--- src/rtl/wresp_outstd_mngr_pkg.sv ---
// Shared types for the multi-outstanding write-response manager:
// FSM state encoding, error codes and small sizing/counting helpers.
package wresp_outstd_mngr_pkg;

  typedef enum logic [1:0] {
    ST_IDLE = 2'd0,
    ST_WAIT = 2'd1,
    ST_ERR  = 2'd2
  } state_t;

  localparam logic [1:0] ERR_NONE = 2'b00;
  localparam logic [1:0] ERR_BAD  = 2'b01;
  localparam logic [1:0] ERR_OVF  = 2'b10;
  localparam logic [1:0] ERR_TMO  = 2'b11;

  function automatic int tmo_width(input int cyc);
    return (cyc < 2) ? 1 : $clog2(cyc + 1);
  endfunction

  // Tables wider than 64 entries are not supported by this helper.
  function automatic int unsigned popcount(input logic [63:0] v);
    int unsigned n;
    n = 0;
    for (int i = 0; i < 64; i++) n += {31'd0, v[i]};
    return n;
  endfunction

endpackage

--- src/rtl/wresp_outstd_mngr_if.sv ---
// Handshake bundle between the write-data manager, the B channel and
// the write-response manager (slave = manager side, master = environment).
interface wresp_outstd_mngr_if #(
  parameter int ID_W  = 4,
  parameter int CNT_W = 3
);
  logic             bvalid;
  logic             bready;
  logic [ID_W-1:0]  bid;
  logic             bcomp;
  logic             finish_wd;
  logic [ID_W-1:0]  finish_id;
  logic             wd_ready;
  logic             finish_wresp;
  logic [ID_W-1:0]  finish_resp_id;
  logic [CNT_W-1:0] outstd_cnt;
  logic             resp_err;
  logic [1:0]       err_code;
  logic             err_clr;

  modport slave (
    input  bvalid, bid, bcomp, finish_wd, finish_id, err_clr,
    output bready, wd_ready, finish_wresp, finish_resp_id,
           outstd_cnt, resp_err, err_code
  );

  modport master (
    output bvalid, bid, bcomp, finish_wd, finish_id, err_clr,
    input  bready, wd_ready, finish_wresp, finish_resp_id,
           outstd_cnt, resp_err, err_code
  );
endinterface

--- src/rtl/wresp_id_table.sv ---
// Outstanding-ID table: DEPTH {valid,id} slots, lowest-free allocation,
// lowest-matching-slot release and a registered population count.
module wresp_id_table
  import wresp_outstd_mngr_pkg::*;
#(
  parameter int ID_W  = 4,
  parameter int DEPTH = 4,
  parameter int CNT_W = 3
) (
  input  logic             clk,
  input  logic             rst,
  input  logic             clr,
  input  logic             push,
  input  logic [ID_W-1:0]  push_id,
  input  logic             pop,
  input  logic [ID_W-1:0]  pop_id,
  output logic             hit,
  output logic [CNT_W-1:0] cnt
);

  logic [DEPTH-1:0] valid_q;
  logic [DEPTH-1:0] valid_next;
  logic [DEPTH-1:0] hit_vec;
  logic [DEPTH-1:0] free_oh;
  logic [DEPTH-1:0] match_oh;
  logic [ID_W-1:0]  id_q [DEPTH];

  always_comb begin
    hit_vec = '0;
    for (int i = 0; i < DEPTH; i++)
      hit_vec[i] = valid_q[i] && (id_q[i] == pop_id);
  end

  // Isolate the lowest clear valid bit and the lowest set hit bit;
  // a full table yields an all-zero free mask.
  assign free_oh  = ~valid_q & (valid_q + DEPTH'(1));
  assign match_oh = hit_vec & (~hit_vec + DEPTH'(1));
  assign hit      = |hit_vec;

  always_comb begin
    valid_next = valid_q;
    if (clr) begin
      valid_next = '0;
    end else begin
      if (pop)  valid_next = valid_next & ~match_oh;
      if (push) valid_next = valid_next | free_oh;
    end
  end

  always_ff @(posedge clk) begin
    if (rst) begin
      valid_q <= '0;
      cnt     <= '0;
    end else begin
      valid_q <= valid_next;
      cnt     <= CNT_W'(popcount(64'(valid_next)));
    end
  end

  always_ff @(posedge clk) begin
    for (int i = 0; i < DEPTH; i++)
      if (push && !clr && free_oh[i]) id_q[i] <= push_id;
  end

endmodule

--- src/rtl/wresp_outstd_mngr.sv ---
// Multi-outstanding write-response manager: tracks finished write IDs and
// retires them on matching B responses. Optional timeout: WRESP_TIMEOUT_EN.
module wresp_outstd_mngr
  import wresp_outstd_mngr_pkg::*;
#(
  parameter int ID_W    = 4,
  parameter int DEPTH   = 4,
  parameter int CNT_W   = 3,
  parameter int TMO_CYC = 255
) (
  input  logic              clk,
  input  logic              rst,
  wresp_outstd_mngr_if.slave bus
);

  localparam logic [CNT_W-1:0] DEPTH_C = CNT_W'(DEPTH);

  state_t           state;
  logic [1:0]       code_q;
  logic             bready;
  logic             wd_ready;
  logic             accept;
  logic             good;
  logic             bad;
  logic             ovf;
  logic             push;
  logic             clr;
  logic             hit;
  logic             tmo_hit;
  logic [CNT_W-1:0] cnt;
  logic [CNT_W-1:0] cnt_after;

  assign bready    = (state == ST_WAIT);
  assign wd_ready  = (state != ST_ERR) && (cnt < DEPTH_C);
  assign accept    = bus.bvalid && bready;
  assign good      = accept && bus.bcomp && hit;
  assign bad       = accept && (!bus.bcomp || !hit);
  assign push      = bus.finish_wd && wd_ready;
  assign ovf       = bus.finish_wd && (state != ST_ERR) && (cnt == DEPTH_C);
  assign clr       = (state == ST_ERR) && bus.err_clr;
  assign cnt_after = cnt + CNT_W'(push) - CNT_W'(good);

  assign bus.bready         = bready;
  assign bus.wd_ready       = wd_ready;
  assign bus.finish_wresp   = good;
  assign bus.finish_resp_id = bus.bid;
  assign bus.outstd_cnt     = cnt;
  assign bus.resp_err       = (state == ST_ERR);
  assign bus.err_code       = code_q;

  wresp_id_table #(
    .ID_W  (ID_W),
    .DEPTH (DEPTH),
    .CNT_W (CNT_W)
  ) u_table (
    .clk     (clk),
    .rst     (rst),
    .clr     (clr),
    .push    (push),
    .push_id (bus.finish_id),
    .pop     (good),
    .pop_id  (bus.bid),
    .hit     (hit),
    .cnt     (cnt)
  );

`ifdef WRESP_TIMEOUT_EN
  localparam int TW = tmo_width(TMO_CYC);
  localparam logic [TW-1:0] TMO_LAST = TW'(TMO_CYC - 1);

  logic [TW-1:0] tmo_cnt;

  // Counts idle WAIT cycles; any accepted response restarts the window.
  always_ff @(posedge clk) begin
    if (rst || state != ST_WAIT || accept) tmo_cnt <= '0;
    else                                   tmo_cnt <= tmo_cnt + TW'(1);
  end

  assign tmo_hit = (state == ST_WAIT) && !accept && (tmo_cnt == TMO_LAST);
`else
  logic [31:0] unused_tmo;
  assign unused_tmo = TMO_CYC;
  assign tmo_hit    = 1'b0;
`endif

  // Response errors outrank overflow, which outranks timeout.
  always_ff @(posedge clk) begin
    if (rst) begin
      state  <= ST_IDLE;
      code_q <= ERR_NONE;
    end else begin
      case (state)
        ST_ERR: begin
          if (bus.err_clr) begin
            state  <= ST_IDLE;
            code_q <= ERR_NONE;
          end
        end
        default: begin
          if (bad) begin
            state  <= ST_ERR;
            code_q <= ERR_BAD;
          end else if (ovf) begin
            state  <= ST_ERR;
            code_q <= ERR_OVF;
          end else if (tmo_hit) begin
            state  <= ST_ERR;
            code_q <= ERR_TMO;
          end else begin
            state <= (cnt_after == '0) ? ST_IDLE : ST_WAIT;
          end
        end
      endcase
    end
  end

endmodule

--- src/flat_wrapper.sv ---
// flat-port wrapper written by rule: the top's interface ports become plain ports
module wresp_outstd_mngr_flat import wresp_outstd_mngr_pkg::*;
#(
  parameter int ID_W    = 4,
  parameter int DEPTH   = 4,
  parameter int CNT_W   = 3,
  parameter int TMO_CYC = 255
)
  (clk, rst, bus_bvalid, bus_bid, bus_bcomp, bus_finish_wd, bus_finish_id, bus_err_clr, bus_bready, bus_wd_ready, bus_finish_wresp, bus_finish_resp_id, bus_outstd_cnt, bus_resp_err, bus_err_code);
  wresp_outstd_mngr_if #(.ID_W(ID_W), .CNT_W(CNT_W)) bus_i ();
  input  logic clk;
  input  logic rst;
  input wire logic [$bits(bus_i.bvalid)-1:0] bus_bvalid;
  input wire logic [$bits(bus_i.bid)-1:0] bus_bid;
  input wire logic [$bits(bus_i.bcomp)-1:0] bus_bcomp;
  input wire logic [$bits(bus_i.finish_wd)-1:0] bus_finish_wd;
  input wire logic [$bits(bus_i.finish_id)-1:0] bus_finish_id;
  input wire logic [$bits(bus_i.err_clr)-1:0] bus_err_clr;
  output wire logic [$bits(bus_i.bready)-1:0] bus_bready;
  output wire logic [$bits(bus_i.wd_ready)-1:0] bus_wd_ready;
  output wire logic [$bits(bus_i.finish_wresp)-1:0] bus_finish_wresp;
  output wire logic [$bits(bus_i.finish_resp_id)-1:0] bus_finish_resp_id;
  output wire logic [$bits(bus_i.outstd_cnt)-1:0] bus_outstd_cnt;
  output wire logic [$bits(bus_i.resp_err)-1:0] bus_resp_err;
  output wire logic [$bits(bus_i.err_code)-1:0] bus_err_code;
  assign bus_i.bvalid = bus_bvalid;
  assign bus_i.bid = bus_bid;
  assign bus_i.bcomp = bus_bcomp;
  assign bus_i.finish_wd = bus_finish_wd;
  assign bus_i.finish_id = bus_finish_id;
  assign bus_i.err_clr = bus_err_clr;
  assign bus_bready = bus_i.bready;
  assign bus_wd_ready = bus_i.wd_ready;
  assign bus_finish_wresp = bus_i.finish_wresp;
  assign bus_finish_resp_id = bus_i.finish_resp_id;
  assign bus_outstd_cnt = bus_i.outstd_cnt;
  assign bus_resp_err = bus_i.resp_err;
  assign bus_err_code = bus_i.err_code;
  wresp_outstd_mngr #(.ID_W(ID_W), .DEPTH(DEPTH), .CNT_W(CNT_W), .TMO_CYC(TMO_CYC)) u_core (.clk(clk), .rst(rst), .bus(bus_i));
endmodule
--- config.mk ---
export PLATFORM = sky130hd
export DESIGN_NAME = wresp_outstd_mngr_flat
export DESIGN_NICKNAME = d
export VERILOG_FILES = /design/src/rtl/wresp_outstd_mngr_pkg.sv /design/src/rtl/wresp_outstd_mngr_if.sv /design/src/rtl/wresp_id_table.sv /design/src/rtl/wresp_outstd_mngr.sv /design/src/flat_wrapper.sv
export SDC_FILE = /design/constraint.sdc
export NUM_CORES = 1
export LEC_CHECK = 0
export BUFFER_PORTS_ARGS = -buffer_cell sky130_fd_sc_hd__buf_2
export CORE_MARGIN = 4
export CORE_UTILIZATION = 35
export DETAILED_ROUTE_END_ITERATION = 16
export GPL_ROUTABILITY_DRIVEN = 0
export PLACE_DENSITY = 0.61
export SLEW_MARGIN = 25
export SYNTH_ARGS = -nofsm -noshare
export SYNTH_HDL_FRONTEND = slang
export SYNTH_SLANG_ARGS = --single-unit
--- constraint.sdc ---
create_clock -name clk -period 2.9 [get_ports clk]
set_input_delay 0.435 -clock clk [delete_from_list [all_inputs] [get_ports clk]]
set_output_delay 0.435 -clock clk [all_outputs]
set_load 0.05 [all_outputs]
==> flow_summary.json <==
{
  "instances_no_fill": 212,
  "dpl-instance-area_um2": 1690,
  "fin_hold_ws_ns": 0.365,
  "fill_cells": 354,
  "antenna_found_initial": 0,
  "reg2reg_depth": 13,
  "place_ws_ns": -0.380,
  "cts.sinks": 27,
  "setup_slack_ns": 0.0378,
  "synth_top_cell_by_area": "edfxtp_1",
  "portBuffers": 26,
  "holdBufCountCts": 0,
  "reg2reg_to": "u_core.state[0]$_SDFFE_PP0P_",
  "path_class": "flip-flop to flip-flop",
  "die_w_um": 71.6,
  "synth.area.top_cells": "edfxtp_1 (34%), dfxtp_1 (16%), xnor2_1 (5.0%)",
  "muxShareOfSynthArea_pct": 0,
  "fin_crit_ns": 2.86,
  "setup_viol": 0,
  "coreArea_um2": 3770,
  "irDropWorstVdd_mv": 0.250,
  "design_area_um2": 1770,
  "cts_root_buffer": "clkbuf_8",
  "cts_tree": "built",
  "drv_cap": 0,
  "crit_top_cell": "ha_4",
  "drive_gt1_share_pct": 35.4,
  "gr-total-overflow": 0,
  "slew_viol_final": 0,
  "seqPwrFrac_pct": 50.0,
  "clkPwrFrac_pct": 24.7,
  "max_freq_ghz": 0.349,
  "crit_family": "adder cells",
  "leakagePower_nw": 0.677,
  "rsz0062_at_grt": "true",
  "slew_headroom_pct": 70.6,
  "dr.pass1.iters": 4,
  "dieArea_um2": 5120,
  "drt_wl_total_um": 2880,
  "syn_area_per_cell_um2": 11.2,
  "cts_max_level": 1,
  "row_count": 22,
  "synth_commonest_cells": "edfxtp_1 (16), dfxtp_1 (11), nor2_1 (10)",
  "tightest_slew_ns": 0.439,
  "start_util_pct": 37.5,
  "synth_adder_area_share_pct": 6.37,
  "synth-edff-count": 16,
  "holdCritStartpoint": "bus_finish_id[1]",
  "crit_path_start": "u_core.u_table.id_q[0][3]$_DFFE_PP_",
  "syn_inst": 126,
  "vias_per_cell": 4.83,
  "grt_first_pass_wirelength_um": 4750,
  "multi_input_area_um2": 693,
  "wire_per_inst_um": 13.6,
  "synth.most_common_cell": "edfxtp_1",
  "ys.flop_type": "edfxtp_1",
  "hpwl_um": 2340,
  "num_antenna_cells": 0,
  "synth_compound_area_share_pct": 13.1,
  "cts.path.max_buffers": 2,
  "yosysUniqueCellTypes": 39,
  "endpoint_kind": "flip-flop",
  "cts_made_buffers": 3,
  "layout_worst_path_cycle_share_pct": 98.7,
  "antenna_left": 0,
  "status": "finished, final reports clean",
  "area.sequential_um2": 701,
  "syn_to_final_growth_pct": 24.9,
  "syn_nets": 146,
  "cellInternalPower_mw": 0.617,
  "arrival_ns": 3.02,
  "synthArstFlopShare_pct": 0,
  "drt_iter0_markers": 38,
  "min_to": "u_core.u_table.id_q[0][1]$_DFFE_PP_",
  "fp.dieH_um": 71.6,
  "critPathSlowestCell": "edfxtp_1",
  "clk_transition_reported_paths_ns": 0.10,
  "synth_top_area_share_pct": 34.0,
  "fin_setup_tns_ns": 0,
  "switchingPower_mw": 0.280,
  "vias": 1025,
  "yosysSeqAreaShare_pct": 49.5,
  "pwr-share-comb_pct": 25.3,
  "critPathMaxStageDelay_ns": 0.41,
  "critPathLaunchType": "flip-flop",
  "postSynthRegisterBits": 27,
  "swShare_pct": 31.2,
  "post-cts-setup-buffers": 0,
  "skew_ns": 0.00633,
  "hp-class": "input port to flip-flop",
  "synth_top_family_by_area": "simple AND/OR/NAND/NOR gates",
  "reg2reg_from": "u_core.u_table.id_q[0][3]$_DFFE_PP_",
  "final_nets": 185,
  "grt_usage_pct": 11.8,
  "hold_viol_final": 0,
  "num_io_pins": 27,
  "clk_latency_ns": 0.28,
  "synth-xor-area-share_pct": 8.66,
  "syn-cell-area_um2": 1420,
  "yosys.area_share.simple_pct": 17.5,
  "r2r_slack_ns": 0.04,
  "grt_pass1_vias": 1002,
  "power.density_nw_per_um2": 507,
  "hold-path-cell-count": 1,
  "grt_max_degree": 17,
  "crit_chain": "or2b_1 > o2111ai_2 > a2bb2o_4 > or2_1 > nor2b_4 > ha_4 > inv_2 > ha_4 > fa_2 > xor2_1 > nor2_1 > o41ai_2 > a2111oi_2",
  "worstPathRequired_ns": 3.06,
  "yosysWarnings": 0,
  "drc": 0,
  "path_max_fanout": 2,
  "path_buf_inv": 1,
  "dp_cells": 208
}
## flip-flops by register name (all words and copies together) (netlist names)
signal	count
u_core.u_table.cnt	3
u_core.u_table.id_q	16
u_core.bus.err_code	2
u_core.state	2
u_core.u_table.valid_q	4
## what timing repair did
item | CTS | global route
endpoints found under the setup margin | 1 | 2
resized for setup | 1 | 5
cloned | 0 | 0
pin swaps | 2 | 0
## worst max-delay path by stage
stage                                   end  cells after the start
6_report       u_core.state[0]$_SDFFE_PP0P_                     13
3_3_place_gp   u_core.state[0]$_SDFFE_PP0P_                     14
4_1_cts        u_core.state[0]$_SDFFE_PP0P_                     13
3_5_place_dp   u_core.state[0]$_SDFFE_PP0P_                     14
2_1_floorplan  u_core.state[0]$_SDFFE_PP0P_                     13
5_1_grt        u_core.state[0]$_SDFFE_PP0P_                     13
## kinds of logic (layout without fill, tap and decap cells)
group,Yosys count,after routing
flops,27,27
xor+xnor,14,14
simple gates,44,44
fa+ha+maj,6,6
buf+inv,14,52
compound gates,21,21
## metal layers
metal | track usage, % | up-vias | wire length [µm]
li1 | - | 520 | -
met3 | 2.81 | 5 | 137
met2 | 19.1 | 18 | 1400
met5 | 0 | - | 0
met1 | 16.0 | 482 | 1310
met4 | 2.51 | 0 | 25
## per-stage QoR
stage / power [mW] / utilization, %
final: 0.897 / 46.9
after global routing: 0.948 / 46.9
after CTS: 0.897 / 46.2
after detailed placement: 0.678 / 44.8
after global placement: 0.673 / 44.8
after floorplan: 0.611 / -
## cells in the final DEF (no fill, tap or decap), types with 2 or more instances in the layout
cell type,n
nor2b_1,7
nand3_1,2
ha_1,2
or2b_1,2
nand2_1,6
edfxtp_1,16
inv_1,7
o22ai_1,2
buf_2,26
a311oi_1,2
ha_4,2
dfxtp_1,11
nand2b_1,2
and2_1,3
xor2_1,6
o32ai_1,2
o21ai_0,2
nand4_1,3
nor2_1,9
buf_4,14
xnor2_1,8
nand3b_1,2
clkbuf_8,3
a21oi_1,2
## final cells by class
| cell class | count | share of cell area, % |
|---|---|---|
| clock buffer | 3 | 2.34 |
| clock inverter | 1 | 0.425 |
| inverter | 8 | 1.70 |
| multi-input combinational | 85 | 39.2 |
| sequential | 27 | 39.6 |
| tap | 48 | 3.40 |
| timing repair buffer | 40 | 13.3 |
## power by group through the flow
stage          logic (mW)  clock network, mW  registers, mW
2_1_floorplan       0.139                  0          0.472
3_3_place_gp        0.219                  0          0.454
3_5_place_dp        0.222                  0          0.456
4_1_cts             0.224              0.226          0.447
5_1_grt             0.249              0.248          0.452
6_report            0.227              0.222          0.448
Note: power is estimated with default switching activity, not from simulation.
